==> src/rtl/mem_bus_pkg.sv <==
// Shared definitions for the data-memory request path: FSM states,
// default MMIO window and the latched request record.
package mem_bus_pkg;

  typedef enum logic [1:0] {
    IDLE  = 2'd0,
    ISSUE = 2'd1,
    WAIT  = 2'd2
  } state_t;

  localparam logic [31:0] DEF_MMIO_BASE = 32'hFFFF_0000;
  localparam logic [31:0] DEF_MMIO_SIZE = 32'h0001_0000;

  typedef struct packed {
    logic        we;
    logic [31:0] addr;
    logic [31:0] wdata;
    logic [3:0]  be;
  } mem_req_t;

endpackage

==> src/rtl/addr_decode.sv <==
// Address window check: sel = 1 when BASE <= addr < BASE + SIZE.
// Evaluated in 33 bits so a window ending exactly at 2^32 does not wrap.
module addr_decode
  import mem_bus_pkg::*;
#(
  parameter logic [31:0] BASE = DEF_MMIO_BASE,
  parameter logic [31:0] SIZE = DEF_MMIO_SIZE
) (
  input  logic [31:0] addr,
  output logic        sel
);

  logic [32:0] addr_x;
  logic [32:0] lo;
  logic [32:0] hi;

  assign addr_x = {1'b0, addr};
  assign lo     = {1'b0, BASE};
  assign hi     = {1'b0, BASE} + {1'b0, SIZE};
  assign sel    = (addr_x >= lo) && (addr_x < hi);

endmodule

==> src/rtl/mem_req_demux.sv <==
// Routes the MEM-stage request stream to data RAM (t0) or MMIO (t1),
// one outstanding transaction, with an error response on timeout.
//
//   state | meaning
//   IDLE  | ready for a new request; req_ready = 1
//   ISSUE | request presented on t{sel}_valid, waiting for t{sel}_ready
//   WAIT  | request taken, waiting for t{sel}_resp_valid
module mem_req_demux
  import mem_bus_pkg::*;
#(
  parameter logic [31:0] MMIO_BASE = DEF_MMIO_BASE,
  parameter logic [31:0] MMIO_SIZE = DEF_MMIO_SIZE,
  parameter logic [7:0]  TIMEOUT   = 8'd255
) (
  input  logic        clk,
  input  logic        rst_n,
  input  logic        req_valid,
  output logic        req_ready,
  input  logic        req_we,
  input  logic [31:0] req_addr,
  input  logic [31:0] req_wdata,
  input  logic [3:0]  req_be,
  output logic        resp_valid,
  output logic        resp_err,
  output logic [31:0] resp_rdata,
  output logic        t0_valid,
  output logic        t1_valid,
  input  logic        t0_ready,
  input  logic        t1_ready,
  output logic        t_we,
  output logic [31:0] t_addr,
  output logic [31:0] t_wdata,
  output logic [3:0]  t_be,
  input  logic        t0_resp_valid,
  input  logic        t1_resp_valid,
  input  logic [31:0] t0_rdata,
  input  logic [31:0] t1_rdata
);

  state_t      state;
  mem_req_t    req_q;
  logic        sel_dec;
  logic        sel_q;
  logic [7:0]  timer;
  logic        tgt_ready;
  logic        tgt_resp;
  logic [31:0] tgt_rdata;
  logic        timer_done;

  addr_decode #(
    .BASE (MMIO_BASE),
    .SIZE (MMIO_SIZE)
  ) u_addr_decode (
    .addr (req_addr),
    .sel  (sel_dec)
  );

  // Only the selected target's handshake and response are ever looked at,
  // which is what makes stray responses from the other target harmless.
  assign tgt_ready  = sel_q ? t1_ready      : t0_ready;
  assign tgt_resp   = sel_q ? t1_resp_valid : t0_resp_valid;
  assign tgt_rdata  = sel_q ? t1_rdata      : t0_rdata;
  assign timer_done = (timer == TIMEOUT);

  assign t_we    = req_q.we;
  assign t_addr  = req_q.addr;
  assign t_wdata = req_q.wdata;
  assign t_be    = req_q.be;

  // Request FSM with latched request, timeout timer and response register.
  always_ff @(posedge clk) begin
    if (!rst_n) begin
      state      <= IDLE;
      req_q      <= '0;
      sel_q      <= 1'b0;
      timer      <= 8'd0;
      req_ready  <= 1'b1;
      t0_valid   <= 1'b0;
      t1_valid   <= 1'b0;
      resp_valid <= 1'b0;
      resp_err   <= 1'b0;
      resp_rdata <= 32'd0;
    end else begin
      resp_valid <= 1'b0;
      resp_err   <= 1'b0;
      resp_rdata <= 32'd0;
      case (state)
        IDLE: begin
          if (req_valid && req_ready) begin
            req_q     <= '{we: req_we, addr: req_addr, wdata: req_wdata, be: req_be};
            sel_q     <= sel_dec;
            timer     <= 8'd0;
            t0_valid  <= ~sel_dec;
            t1_valid  <= sel_dec;
            req_ready <= 1'b0;
            state     <= ISSUE;
          end
        end
        ISSUE, WAIT: begin
          // A response in the same cycle as the timeout takes priority.
          if ((state == WAIT) && tgt_resp) begin
            resp_valid <= 1'b1;
            resp_rdata <= req_q.we ? 32'd0 : tgt_rdata;
            req_ready  <= 1'b1;
            state      <= IDLE;
          end else if (timer_done) begin
            resp_valid <= 1'b1;
            resp_err   <= 1'b1;
            t0_valid   <= 1'b0;
            t1_valid   <= 1'b0;
            req_ready  <= 1'b1;
            state      <= IDLE;
          end else begin
            if (timer != 8'hFF) begin
              timer <= timer + 8'd1;
            end
            if ((state == ISSUE) && tgt_ready) begin
              t0_valid <= 1'b0;
              t1_valid <= 1'b0;
              state    <= WAIT;
            end
          end
        end
        default: begin
          state <= IDLE;
        end
      endcase
    end
  end

endmodule

==> config.mk <==
export PLATFORM = sky130hd
export DESIGN_NAME = mem_req_demux
export DESIGN_NICKNAME = d
export VERILOG_FILES = /design/src/rtl/mem_bus_pkg.sv /design/src/rtl/addr_decode.sv /design/src/rtl/mem_req_demux.sv
export SDC_FILE = /design/constraint.sdc
export NUM_CORES = 1
export LEC_CHECK = 0
export CAP_MARGIN = 0
export CORE_MARGIN = 5
export CORE_UTILIZATION = 42
export DETAILED_ROUTE_END_ITERATION = 16
export PLACE_DENSITY_LB_ADDON = 0.1
export SYNTH_ARGS = -nofsm -noshare
export SYNTH_HDL_FRONTEND = slang
export SYNTH_SLANG_ARGS = --single-unit
==> constraint.sdc <==
create_clock -name clk -period 3.7 [get_ports clk]
set_input_delay 0.74 -clock clk [delete_from_list [all_inputs] [get_ports clk]]
set_output_delay 0.74 -clock clk [all_outputs]
set_load 0.02 [all_outputs]
==> results.py <==
metrics = {
    "run_status": {
        "outcome": "finished, final reports clean",
    },
    "finish": {
        "drive_gt1_share_pct": 5.81,
        "final_cell_mix": "clkdlybuf4s50_1 (245), nand2_1 (158), dfxtp_1 (116)",
        "final_util_pct": 73.2,
        "register_area_sq_um": 2340,
        "fillers": 785,
        "multi_input_area_sq_um": 1920,
        "syn2layout_area_growth_pct": 70.8,
        "final_cells": 910,
        "n_antenna_cell": 0,
        "final_nets": 906,
        "final_common_cell": "clkdlybuf4s50_1",
    },
    "clocking": {
        "cts_sinks": 117,
        "clock_latency_ns": 0.51,
        "hold_buffers": 0,
        "path_clk_slew_ns": 0.06,
        "post_cts_resized": 0,
        "cts_root_buf": "clkbuf_8",
        "cts_buffers": 17,
        "htreeDepth": 4,
        "cts_tree": "done",
        "cts_buffer_depth": 2,
        "cts_setup_buffers": 0,
    },
    "placement": {
        "gp_congestion": 0.848,
        "port_buffers": 245,
        "numPlacedInstances": 878,
        "dp_hpwl_um": 11100,
    },
    "pwr": {
        "combPwrFrac_pct": 26.2,
        "cellPowerDensity_nw_per_um2": 559,
        "netSwitchingPower_mw": 1.28,
        "sw_frac_of_total_pct": 30.3,
        "clock_power_share_pct": 38.8,
        "ir_drop_uv": 452,
        "seq_power_share_pct": 35.0,
        "p_leak_nw": 2.73,
        "internal-power_mw": 2.95,
        "fin_total_pwr_mw": 4.23,
    },
    "timing": {
        "finalSetupTns_ns": 0,
        "finalSetupViolations": 0,
        "rsz0062_at_grt": "false",
        "period_needed_ns": 2.32,
        "drv_slew": 0,
        "relSlewSlack_pct": 48.4,
        "max_freq_mhz": 432,
        "worstMarginPinSlew_ns": 0.771,
        "hold_viol": 0,
        "fin_crit_sh_pct": 62.6,
        "skew_ns": 0.00709,
    },
    "critical_path": {
        "cp.required_ns": 2.96,
        "cp-start-kind": "register",
        "crit_family": "buffers and inverters",
        "arrival_ns": 1.58,
        "crit_slowest_cell": "clkdlybuf4s50_1",
        "cp_max_fo": 6,
        "path_class": "register to output pin",
        "slowest_delay_ns": 0.65,
        "crit_chain": "clkdlybuf4s50_1",
        "crit_buf_inv": 1,
        "endpoint_kind": "output pin",
    },
    "global_routing": {
        "antenna_found_initial": 0,
        "grt_pass1_vias": 4525,
        "grt_pass1_wl_um": 23800,
        "grt_overflow": 0,
        "grt_start_max_net_pins": 73,
        "use_met3_pct": 7.82,
        "gr-usage-met2_pct": 41.7,
        "busiest_layer": "met2",
        "grt_usage_pct": 23.6,
        "grtUsageMet1_pct": 27.1,
    },
    "route": {
        "drt_wl_total_um": 15100,
        "wl_per_cell_um": 16.6,
        "drc": 0,
        "drtIter0Drc": 340,
        "ant_nets": 0,
        "vias": 4560,
        "vias_per_cell": 5.01,
        "firstDrtPassIters": 5,
    },
    "floorplanning": {
        "rows": 37,
        "die_h_um": 113,
        "start_util_pct": 42.9,
        "io_pins": 246,
        "die_w_um": 113,
        "core_sq_um": 10300,
        "dieArea_sq_um": 12700,
    },
    "logic_synthesis": {
        "syn-cell-area_sq_um": 4430,
        "ys_ff_latch": 117,
        "yosys.area.top_type": "dfxtp_1",
        "synth_top_cell_area_share_pct": 52.9,
        "syn_avg_cell_area_sq_um": 8.43,
        "syn_nets": 670,
        "synth_flop_cell": "dfxtp_1",
        "synth-seq-area-share_pct": 52.9,
        "synth.area.top_cells": "dfxtp_1 (53%), nand2_1 (13%), a21oi_1 (8.6%)",
        "yosys_warnings": 0,
        "synth_cells": 525,
        "synth_edf_count": 0,
        "synthArstFlopShare_pct": 0,
        "synth.distinct_cells": 37,
    },
    "min_path": {
        "hold_class": "register to register",
    },
    "job": {
        "maxCapViolCount": 0,
    },
}
## through the flow
step	area, sq um	worst slack [ns]	hold WS [ns]
6_report	7560	1.38	0.452
4_1_cts	7560	1.36	0.454
3_5_place_dp	6950	0.910	0.446
5_1_grt	7560	1.22	0.468
3_3_place_gp	6950	0.983	0.441
2_1_floorplan	4430	2.01	0.452
## layout make-up
class                      count  share of cell area (%)
sequential                   117                    31.0
inverter                       6                   0.298
timing repair buffer         251                    33.0
multi-input combinational    368                    25.4
tap                          136                    2.25
clock buffer                  19                    5.71
clock inverter                13                    2.32
## flip-flops by register name, summed over array words and instances (netlist names)
name / count
resp_rdata: 32
t_addr: 32
t_wdata: 32
timer: 8
t_be: 4
state: 2
req_ready: 1
resp_err: 1
resp_valid: 1
sel_q: 1
t0_valid: 1
t1_valid: 1
t_we: 1
## cells in the mapped netlist (all sizes together) (2+ instances only)
cell type and count:
nand2 158, dfxtp 117, a21oi 76, nor2 38, mux2i 34, clkbuf 19
buf 15, inv 6, nand4 6, and3 5, ha 5, nand3 5
o21ai 4, o22ai 4, or3 4, a221oi 3, a31oi 3, o31ai 3
a211oi 2, a21boi 2, and2 2, and4 2, nand2b 2, o211ai 2
## metal layers
metal	wire length (um)	share of wire, %
met4	179	1.2
met5	0	0
met1	5790	38
met2	7810	52
met3	1360	9.0
## worst paths after layout
path,start,slack (ns),cells past startpoint,to
setup / recovery,req_ready,1.38,1,req_ready
hold / removal,t_addr[22],0.45,2,t_addr[22]
setup reg to reg,state[0],1.60,5,timer[3]
hold reg to reg,t_addr[22],0.45,2,t_addr[22]
## power by group through the flow
stage / registers [mW] / logic [mW] / clock network, mW
final: 1.48 / 1.11 / 1.64
after global routing: 1.50 / 1.22 / 1.73
after CTS: 1.48 / 1.12 / 1.67
after detailed placement: 1.50 / 1.11 / 0
after global placement: 1.50 / 1.09 / 0
after floorplan: 1.66 / 0.423 / 0
## cell families (layout without fill, tap and decap cells)
family / count (synthesis) / after routing / share of synthesized area (%)
compound gates: 102 / 102 / 12.9
fa+ha+maj: 5 / 5 / 1.41
buf+inv: 40 / 289 / 3.87
mux: 35 / 35 / 8.03
simple gates: 226 / 226 / 20.8
flops: 117 / 117 / 52.9
Power figures use the tool's default switching activity.
